===== src/rtl/shift_reg_universal.sv =====
// Universal shift register (hold / shift right / shift left / parallel load) with a frame counter.
// Define SHIFT_REG_ROTATE_EN to let the rotate input recirculate the outgoing bit during shifts.
module shift_reg_universal #(
   parameter int WIDTH = 8
) (
   input  logic             clk,
   input  logic             reset,
   input  logic             en,
   input  logic [1:0]       mode,
   input  logic             sdi_r,
   input  logic             sdi_l,
   input  logic             rotate,
   input  logic [WIDTH-1:0] pdata,
   output logic [WIDTH-1:0] q,
   output logic             sdo_r,
   output logic             sdo_l,
   output logic             frame_done
);

   localparam int CNT_W = $clog2(WIDTH) + 1;
   localparam logic [CNT_W-1:0] CNT_LAST = CNT_W'(WIDTH - 1);

   localparam logic [1:0] MODE_HOLD  = 2'b00;
   localparam logic [1:0] MODE_RIGHT = 2'b01;
   localparam logic [1:0] MODE_LEFT  = 2'b10;
   localparam logic [1:0] MODE_LOAD  = 2'b11;

   logic [CNT_W-1:0] cnt;
   logic             ins_r;
   logic             ins_l;
   logic             shift;

`ifdef SHIFT_REG_ROTATE_EN
   assign ins_r = rotate ? q[0]       : sdi_r;
   assign ins_l = rotate ? q[WIDTH-1] : sdi_l;
`else
   logic unused_rotate;
   assign unused_rotate = rotate;
   assign ins_r = sdi_r;
   assign ins_l = sdi_l;
`endif

   assign shift = en && (mode == MODE_RIGHT || mode == MODE_LEFT);
   assign sdo_r = q[0];
   assign sdo_l = q[WIDTH-1];

   always_ff @(posedge clk or posedge reset) begin
      if (reset) begin
         q          <= '0;
         cnt        <= '0;
         frame_done <= 1'b0;
      end else begin
         frame_done <= 1'b0;
         if (en) begin
            case (mode)
               MODE_RIGHT: q <= {ins_r, q[WIDTH-1:1]};
               MODE_LEFT:  q <= {q[WIDTH-2:0], ins_l};
               MODE_LOAD: begin
                  q   <= pdata;
                  cnt <= '0;
               end
               default: ;
            endcase
         end
         // Both directions advance the same frame counter; the pulse lands the cycle after the last shift.
         if (shift) begin
            if (cnt == CNT_LAST) begin
               cnt        <= '0;
               frame_done <= 1'b1;
            end else begin
               cnt <= cnt + 1'b1;
            end
         end
      end
   end

endmodule

===== config.mk =====
export PLATFORM = sky130hd
export DESIGN_NAME = shift_reg_universal
export DESIGN_NICKNAME = d
export VERILOG_FILES = /design/src/rtl/shift_reg_universal.sv
export SDC_FILE = /design/constraint.sdc
export NUM_CORES = 1
export LEC_CHECK = 0
export ABC_AREA = 1
export CAP_MARGIN = 20
export CORE_MARGIN = 2
export CORE_UTILIZATION = 40
export CTS_CLUSTER_SIZE = 12
export DETAILED_ROUTE_END_ITERATION = 8
export GPL_TIMING_DRIVEN = 0
export HOLD_SLACK_MARGIN = 0.08
export PLACE_DENSITY = 0.72
export SLEW_MARGIN = 20
export SYNTH_ARGS = -nofsm -noshare
export SYNTH_HDL_FRONTEND = slang
export SYNTH_SLANG_ARGS = --single-unit

===== constraint.sdc =====
create_clock -name clk -period 1.17 [get_ports clk]
set_input_delay 0.234 -clock clk [delete_from_list [all_inputs] [get_ports clk]]
set_output_delay 0.234 -clock clk [all_outputs]
set_load 0.02 [all_outputs]

Yosys cells after proc, flatten, opt, wreduce, memory -nomap -nowiden
Index checks and enable logic that the tools add are counted.
- register bits: 13
- latch bits: 0
- bits in writable memories: 0
- ROM bits: 0
- output and inout port bits: 11
- logic and storage cells: 22
- memories: 0
- $add $sub $neg: 1
- $mul: 0
- div/mod/pow operators: 0
- magnitude comparators: 0
- eq/ne operators: 4
- shift-type cells: 0
- multiplexer cells: 7
- bitwise gates (word level): 0
- reductions and logical operators: 7
- operators by type and width (operator ; count):
    $pmux W8 S3 ; 1
    $mux W4 ; 4
    $add A4 B1 Y4 const B ; 1
    $eq A2 B2 Y1 const B ; 2
    $eq A4 B3 Y1 const B ; 1
    $reduce_and A2 Y1 ; 2
    $reduce_bool A2 Y1 ; 2
    $reduce_bool A3 Y1 ; 1
    $eq A2 B1 Y1 const B ; 1
    $mux W1 ; 2
    $logic_and A1 B1 Y1 ; 1
    $logic_or A1 B1 Y1 ; 1

Logic depth before layout (Yosys ltp)
Gate-level depths: netlist (run 1).
- depth in word-level cells: 5
- mapped depth: 8
- depth with buffers taken out: 7

Worst setup path before layout (run 1)
No wires, ideal clock.
- path type: input -> register
- start point: input port mode[0]
- end point: register q[6]
- data arrival time: 0.931 ns
- data required time: 1.105 ns
- path slack: 0.174 ns
- cell stages on the path: 8
- cells stage by stage: inv_1 -> ha_1 -> buf_4 -> nor2_8 -> nand2_1 -> nand3_1 -> nand2_1 -> nand2_1
- word-level cells in the longest chain between the ends: 3
- elaborated cells between the ends (all ways): 6
- classes of those cells: eq/ne: 3; mux: 1; reduce/logical: 2
- RTL lines (what ; RTL line ; text):
    start, declared ; 9 ; input logic [1:0] mode,
    $eq A2 B1 Y1 or $eq A2 B2 Y1 (tied branches) ; 55 ; case (mode)
    $reduce_bool A3 Y1 (no line) ; n/a ;
    $reduce_and A2 Y1 (no line) ; n/a ;
    end signal, assigned ; 56 ; MODE_RIGHT: q <= {ins_r, q[WIDTH-1:1]};
    end signal, assigned ; 57 ; MODE_LEFT: q <= {q[WIDTH-2:0], ins_l};
    end signal, assigned ; 59 ; q <= pdata;
    end, declared ; 14 ; output logic [WIDTH-1:0] q,
Parallel ways exist; a longest one is shown, timed or not.
A chain may end at the register's enable or synchronous reset.

Worst setup path in the final report (run 1)
- start point: register q[7]
- end point: output port q[7]
No word-level cell between the ends.

==> results of run 1 <==
cell type report:
type	instances	area share
Buffer	3	0.0305
Timing Repair Buffer	30	0.228
Clock buffer	4	0.0237
Inverter	7	0.0260
Sequential cell	13	0.294
Tap cell	27	0.0305
Multi-Input combinational cell	85	0.367
synthesized netlist by cell type, drive strengths merged:
cell    n
o21ai   3
inv     7
nand4   1
ha      4
nor2    6
buf     4
nand2  60
dfrtp  13
nand3  11
power groups by stage:
stage / clock network, mW / registers, mW / logic (mW)
after floorplan: 0 / 0.722 / 0.271
after global placement: 0 / 0.678 / 0.541
after detailed placement: 0 / 0.681 / 0.559
after CTS: 0.281 / 0.673 / 0.550
after global routing: 0.310 / 0.694 / 0.601
final: 0.267 / 0.673 / 0.538
stage by stage:
stage	setup TNS, ns	worst slack [ns]	total power, mW	hold WS, ns
after floorplan	0	0.174	0.993	0.111
after CTS	-0.00389	-0.00389	1.50	0.306
after global routing	-0.0278	-0.0278	1.60	0.344
after global placement	-5.44	-0.399	1.22	0.511
after detailed placement	-5.88	-0.429	1.24	0.524
final	0	0.0285	1.48	0.290
flip-flops by register name, summed over array words and instances (netlist names):
| register | cells |
|---|---|
| cnt | 4 |
| frame_done | 1 |
| q | 8 |
logic make-up after synthesis:
group / count (synthesis)
AND/OR/NAND/NOR: 78
flip-flops: 13
buffers and inverters: 11
adder cells (fa/ha/maj): 4
AO/OA/AOI/OAI: 3
worst max path at each step:
stage | startpoint | to | depth (start not counted)
2_1_floorplan | mode[0] | q[6] | 8
3_3_place_gp | mode[0] | q[5] | 9
3_5_place_dp | mode[0] | q[7] | 9
4_1_cts | q[0] | q[0] | 2
5_1_grt | q[7] | q[7] | 2
6_report | q[7] | q[7] | 2
layer usage:
| layer | share of wire | global-route usage | vias to the layer above |
|---|---|---|---|
| li1 | - | - | 402 |
| met1 | 0.44 | 0.218 | 363 |
| met2 | 0.49 | 0.303 | 22 |
| met3 | 0.059 | 0.0556 | 4 |
| met4 | 0.0084 | 0.0667 | 0 |
| met5 | 0 | 0 | - |
repair_timing:
action	4_1_cts	5_1_grt
endpoints found under the setup margin	23	4
gates resized for setup	53	3
buffers inserted	3	1
pin swaps	3	0
cloned	1	0
==> flow_summary.json, run 1 <==
{
  "p_sw_frac": 0.369,
  "yosys-top-cells-area": "dfrtp_1, nand2_1, nand3_1",
  "mostFrequentLayoutCells": "nand2_1, dfrtp_1, clkdlybuf4s50_1, nand3_1, buf_2",
  "clock-root-buffer": "clkbuf_4",
  "num_vias": 791,
  "globalplace.congestion": 0.733,
  "cp_common_cell": "buf_6",
  "synth_top_area_frac": 0.412,
  "synth_cell_types": 15,
  "crit_buf_inv": 2,
  "avgViaCountPerCell": 4.68,
  "clockBufferDepth": 2,
  "worst-setup-path-type": "reg -> out",
  "worstSetupEndpointType": "output pin",
  "r2r-end": "cnt[3]",
  "clock-sinks": 13,
  "nets": 163,
  "period_minus_slack_ns": 1.14,
  "max_slew_margin": 0.661,
  "synthCells": 109,
  "drv_slew": 0,
  "finalCritPeriodShare": 0.976,
  "peakVddDrop_v": 0.000735,
  "p_per_area_nw_per_um2": 1330,
  "rsz0062_at_grt": "yes",
  "cap_violations": 0,
  "crit_chain": "buf_6 > buf_6",
  "clk_latency_ns": 0.26,
  "hold_viol": 0,
  "power_frac_seq": 0.456,
  "worstReg2RegStart": "cnt[0]",
  "regArea_um2": 325,
  "clk_pin_slew_worst_paths_ns": 0.08,
  "fmax_mhz": 876,
  "drtIter0Drc": 11,
  "synthAdderAreaFrac": 0.0634,
  "utilization": 0.582,
  "clkPwrFrac": 0.181,
  "dp_cells": 161,
  "startpoint_type": "flip-flop",
  "synth-simple-area-share": 0.422,
  "cts_tree": "done",
  "netlist_area_um2": 790,
  "initial_core_util": 0.415,
  "io_buffer_count": 25,
  "remaining_drc_errors": 0,
  "die_h_um": 48.4,
  "synth.ff_latch_count": 13,
  "layout.cells.non_filler": 169,
  "critical_path.slowest_cell": "dfrtp_1",
  "dpl.hpwl_um": 1270,
  "tightest_slew_ns": 0.509,
  "dieArea_um2": 2340,
  "core_area_um2": 1900,
  "p_leak_nw": 0.597,
  "antenna_found_initial": 0,
  "path_delay_family": "flip-flops",
  "combPwrFrac": 0.364,
  "row_count": 16,
  "ff2ff_path_depth": 6,
  "grt_use_total": 0.180,
  "place_area_um2": 1070,
  "synth_xor_area_frac": 0,
  "fillers": 179,
  "grt_pass1_wl_um": 3350,
  "synthesis.nets": 129,
  "drt-pass1-iter-count": 4,
  "status": "finished clean",
  "synth_top_area_cell": "dfrtp_1",
  "cp.required_ns": 0.94,
  "layout_commonest_cell": "nand2_1",
  "h-tree-depth": 1,
  "multi_input_area_um2": 407,
  "wl_per_cell_um": 10.6,
  "hold_buffers": 0,
  "muxShareOfSynthArea": 0,
  "fp.dieW_um": 48.4,
  "crit_arrival_ns": 0.91,
  "synth_top_family_by_area": "simple AND/OR/NAND/NOR gates",
  "numCtsBuffers": 3,
  "final_area_um2": 1110,
  "setup_viol": 0,
  "ioPinCount": 27,
  "syn_area_per_cell_um2": 7.24,
  "p_sw_uw": 546,
  "synth-compound-area-share": 0.0238,
  "skew_ns": 0.00216,
  "wl_um": 1780,
  "diodes": 0,
  "drive_gt1_frac": 0.218,
  "yosysSeqAreaShare": 0.412,
  "ant_nets": 0,
  "critPathMaxFanout": 3,
  "grt_max_degree": 14,
  "hold_path_class": "in -> async",
  "yosysWarnings": 0,
  "cp_slowest_stage_delay_ns": 0.41,
  "grt_pass1_vias": 798,
  "r2r_slack_ns": 0.10,
  "grt_overflow": 0,
  "p_int_uw": 932,
  "syn2layout_area_growth_pct": 40.3
}
No activity file was read; power rests on OpenSTA's default activity.
==> run 2, diff against run 1 <==
--- a/config.mk
+++ b/config.mk
@@ -18,3 +18,4 @@
 export SYNTH_ARGS = -nofsm -noshare
 export SYNTH_HDL_FRONTEND = slang
 export SYNTH_SLANG_ARGS = --single-unit
+export TNS_END_PERCENT = 5
==> run 2 against run 1 <==
- combinational power is 2% higher
- sequential power is essentially flat
- total power increased by 0.46%
- setup slack got worse by 0.0080 ns
- design area increased by 0.34%
- core utilization up 0.20 points
- die area stayed put
- count of clock-buffer cells in the layout stayed put
- register-to-register slack hardly changed
- sequential share of layout area down 0.099 points
- sequential cell count stayed put
- global-route usage stayed put
==> flow_summary.json, run 2 (synthesis results as in run 1) <==
{
  "status": "finished clean",
  "grt_pass1_vias": 798,
  "grt_pass1_wl_um": 3350,
  "nets": 164,
  "p_sw_uw": 548,
  "critical_path.slowest_cell": "dfrtp_1",
  "top_regs": "q x8, cnt x4, frame_done x1",
  "clk_latency_ns": 0.26,
  "grt_max_degree": 14,
  "die_h_um": 48.4,
  "fp.dieW_um": 48.4,
  "drive_gt1_frac": 0.224,
  "drtIter0Drc": 14,
  "skew_ns": 0.00184,
  "combPwrFrac": 0.369,
  "clockBufferDepth": 2,
  "max_slew_margin": 0.661,
  "h-tree-depth": 1,
  "row_count": 16,
  "grt_overflow": 0,
  "critPathMaxFanout": 3,
  "startpoint": "q[7]",
  "worstReg2RegStart": "cnt[0]",
  "hold_path_class": "in -> async",
  "grt_use_total": 0.180,
  "crit_buf_inv": 2,
  "initial_core_util": 0.415,
  "core_area_um2": 1900,
  "path_delay_family": "flip-flops",
  "worstSetupEndpointType": "output pin",
  "cp.required_ns": 0.94,
  "ff2ff_path_depth": 6,
  "diodes": 0,
  "mostFrequentLayoutCells": "nand2_1, dfrtp_1, clkdlybuf4s50_1, nand3_1, buf_2",
  "clock-sinks": 13,
  "antenna_found_initial": 0,
  "drv_slew": 0,
  "finalCritPeriodShare": 0.982,
  "num_vias": 803,
  "cts_tree": "done",
  "layout_commonest_cell": "nand2_1",
  "ant_nets": 0,
  "dpl.hpwl_um": 1270,
  "avgViaCountPerCell": 4.72,
  "setup_viol": 0,
  "io_buffer_count": 25,
  "peakVddDrop_v": 0.000735,
  "p_per_area_nw_per_um2": 1340,
  "cap_violations": 0,
  "hold_buffers": 0,
  "cp_slowest_stage_delay_ns": 0.40,
  "p_sw_frac": 0.369,
  "fmax_mhz": 870,
  "setup_tns_ns": 0,
  "power_frac_seq": 0.451,
  "r2r_slack_ns": 0.09,
  "clock-root-buffer": "clkbuf_4",
  "dieArea_um2": 2340,
  "p_int_uw": 937,
  "regMostFlops": "q",
  "remaining_drc_errors": 0,
  "wl_um": 1800,
  "worst-setup-path-type": "reg -> out",
  "drt-pass1-iter-count": 4,
  "rsz0062_at_grt": "yes",
  "clkPwrFrac": 0.180,
  "largest_reg_flops": 8,
  "crit_chain": "buf_4 > buf_6",
  "syn2layout_area_growth_pct": 40.7,
  "tightest_slew_ns": 0.509,
  "r2r-end": "cnt[3]",
  "startpoint_type": "flip-flop",
  "final_area_um2": 1110,
  "wl_per_cell_um": 10.6,
  "crit_arrival_ns": 0.92,
  "p_total_mw": 1.48,
  "place_area_um2": 1070,
  "numCtsBuffers": 3,
  "period_minus_slack_ns": 1.15,
  "p_leak_nw": 0.601,
  "cp-endpoint": "q[7]",
  "ioPinCount": 27,
  "globalplace.congestion": 0.733,
  "cp.depth": 2,
  "hold_viol": 0,
  "clk_pin_slew_worst_paths_ns": 0.08
}
[run 2: how the worst min path moves through the flow]
| stage | startpoint | to | slack (ns) | cells after the start |
|---|---|---|---|---|
| after global routing | reset | cnt[0] | 0.34 | 2 |
| after floorplan | reset | cnt[0] | 0.11 | 1 |
| after global placement | cnt[3] | cnt[3] | 0.51 | 2 |
| after CTS | reset | q[4] | 0.31 | 2 |
| final | reset | q[4] | 0.29 | 2 |
| after detailed placement | q[6] | q[6] | 0.52 | 2 |
[run 2: through the flow]
| stage | utilization | setup slack [ns] | hold WS [ns] | cells |
|---|---|---|---|---|
| final | 0.584 | 0.0205 | 0.290 | 170 |
| after global placement | 0.564 | -0.399 | 0.511 | 161 |
| after detailed placement | 0.564 | -0.429 | 0.524 | 161 |
| after CTS | 0.591 | -0.0190 | 0.306 | 169 |
| after global routing | 0.584 | -0.0394 | 0.344 | 170 |
| after floorplan | - | 0.174 | 0.111 | 109 |
[run 2: routing by layer]
| layer | vias up | global-route usage | share of wire |
|---|---|---|---|
| met1 | 376 | 0.218 | 0.45 |
| met3 | 2 | 0.0556 | 0.060 |
| li1 | 405 | - | - |
| met2 | 20 | 0.303 | 0.49 |
| met4 | 0 | 0.0667 | 0.0056 |
| met5 | - | 0 | 0 |
[run 2: layout make-up]
| class | count | area [um^2] |
|---|---|---|
| Buffer | 3 | 30.0 |
| Clock buffer | 4 | 26.3 |
| Fill cell | 178 | 791 |
| Inverter | 7 | 28.8 |
| Multi-Input combinational cell | 85 | 407 |
| Sequential cell | 13 | 325 |
| Tap cell | 27 | 33.8 |
| Timing Repair Buffer | 31 | 260 |
[run 2: repair_timing]
| item | 4_1_cts | 5_1_grt |
|---|---|---|
| cloned | 1 | 0 |
| gates resized for setup | 52 | 3 |
| pin swaps | 3 | 0 |
| endpoints found under the setup margin | 23 | 5 |
| setup buffers | 3 | 2 |
[run 2: power by group through the flow]
stage	clock network, mW	logic (mW)	registers, mW
floorplan	0	0.271	0.722
global placement	0	0.541	0.678
detailed placement	0	0.559	0.681
CTS	0.281	0.554	0.673
global route	0.310	0.610	0.690
finish	0.267	0.547	0.670
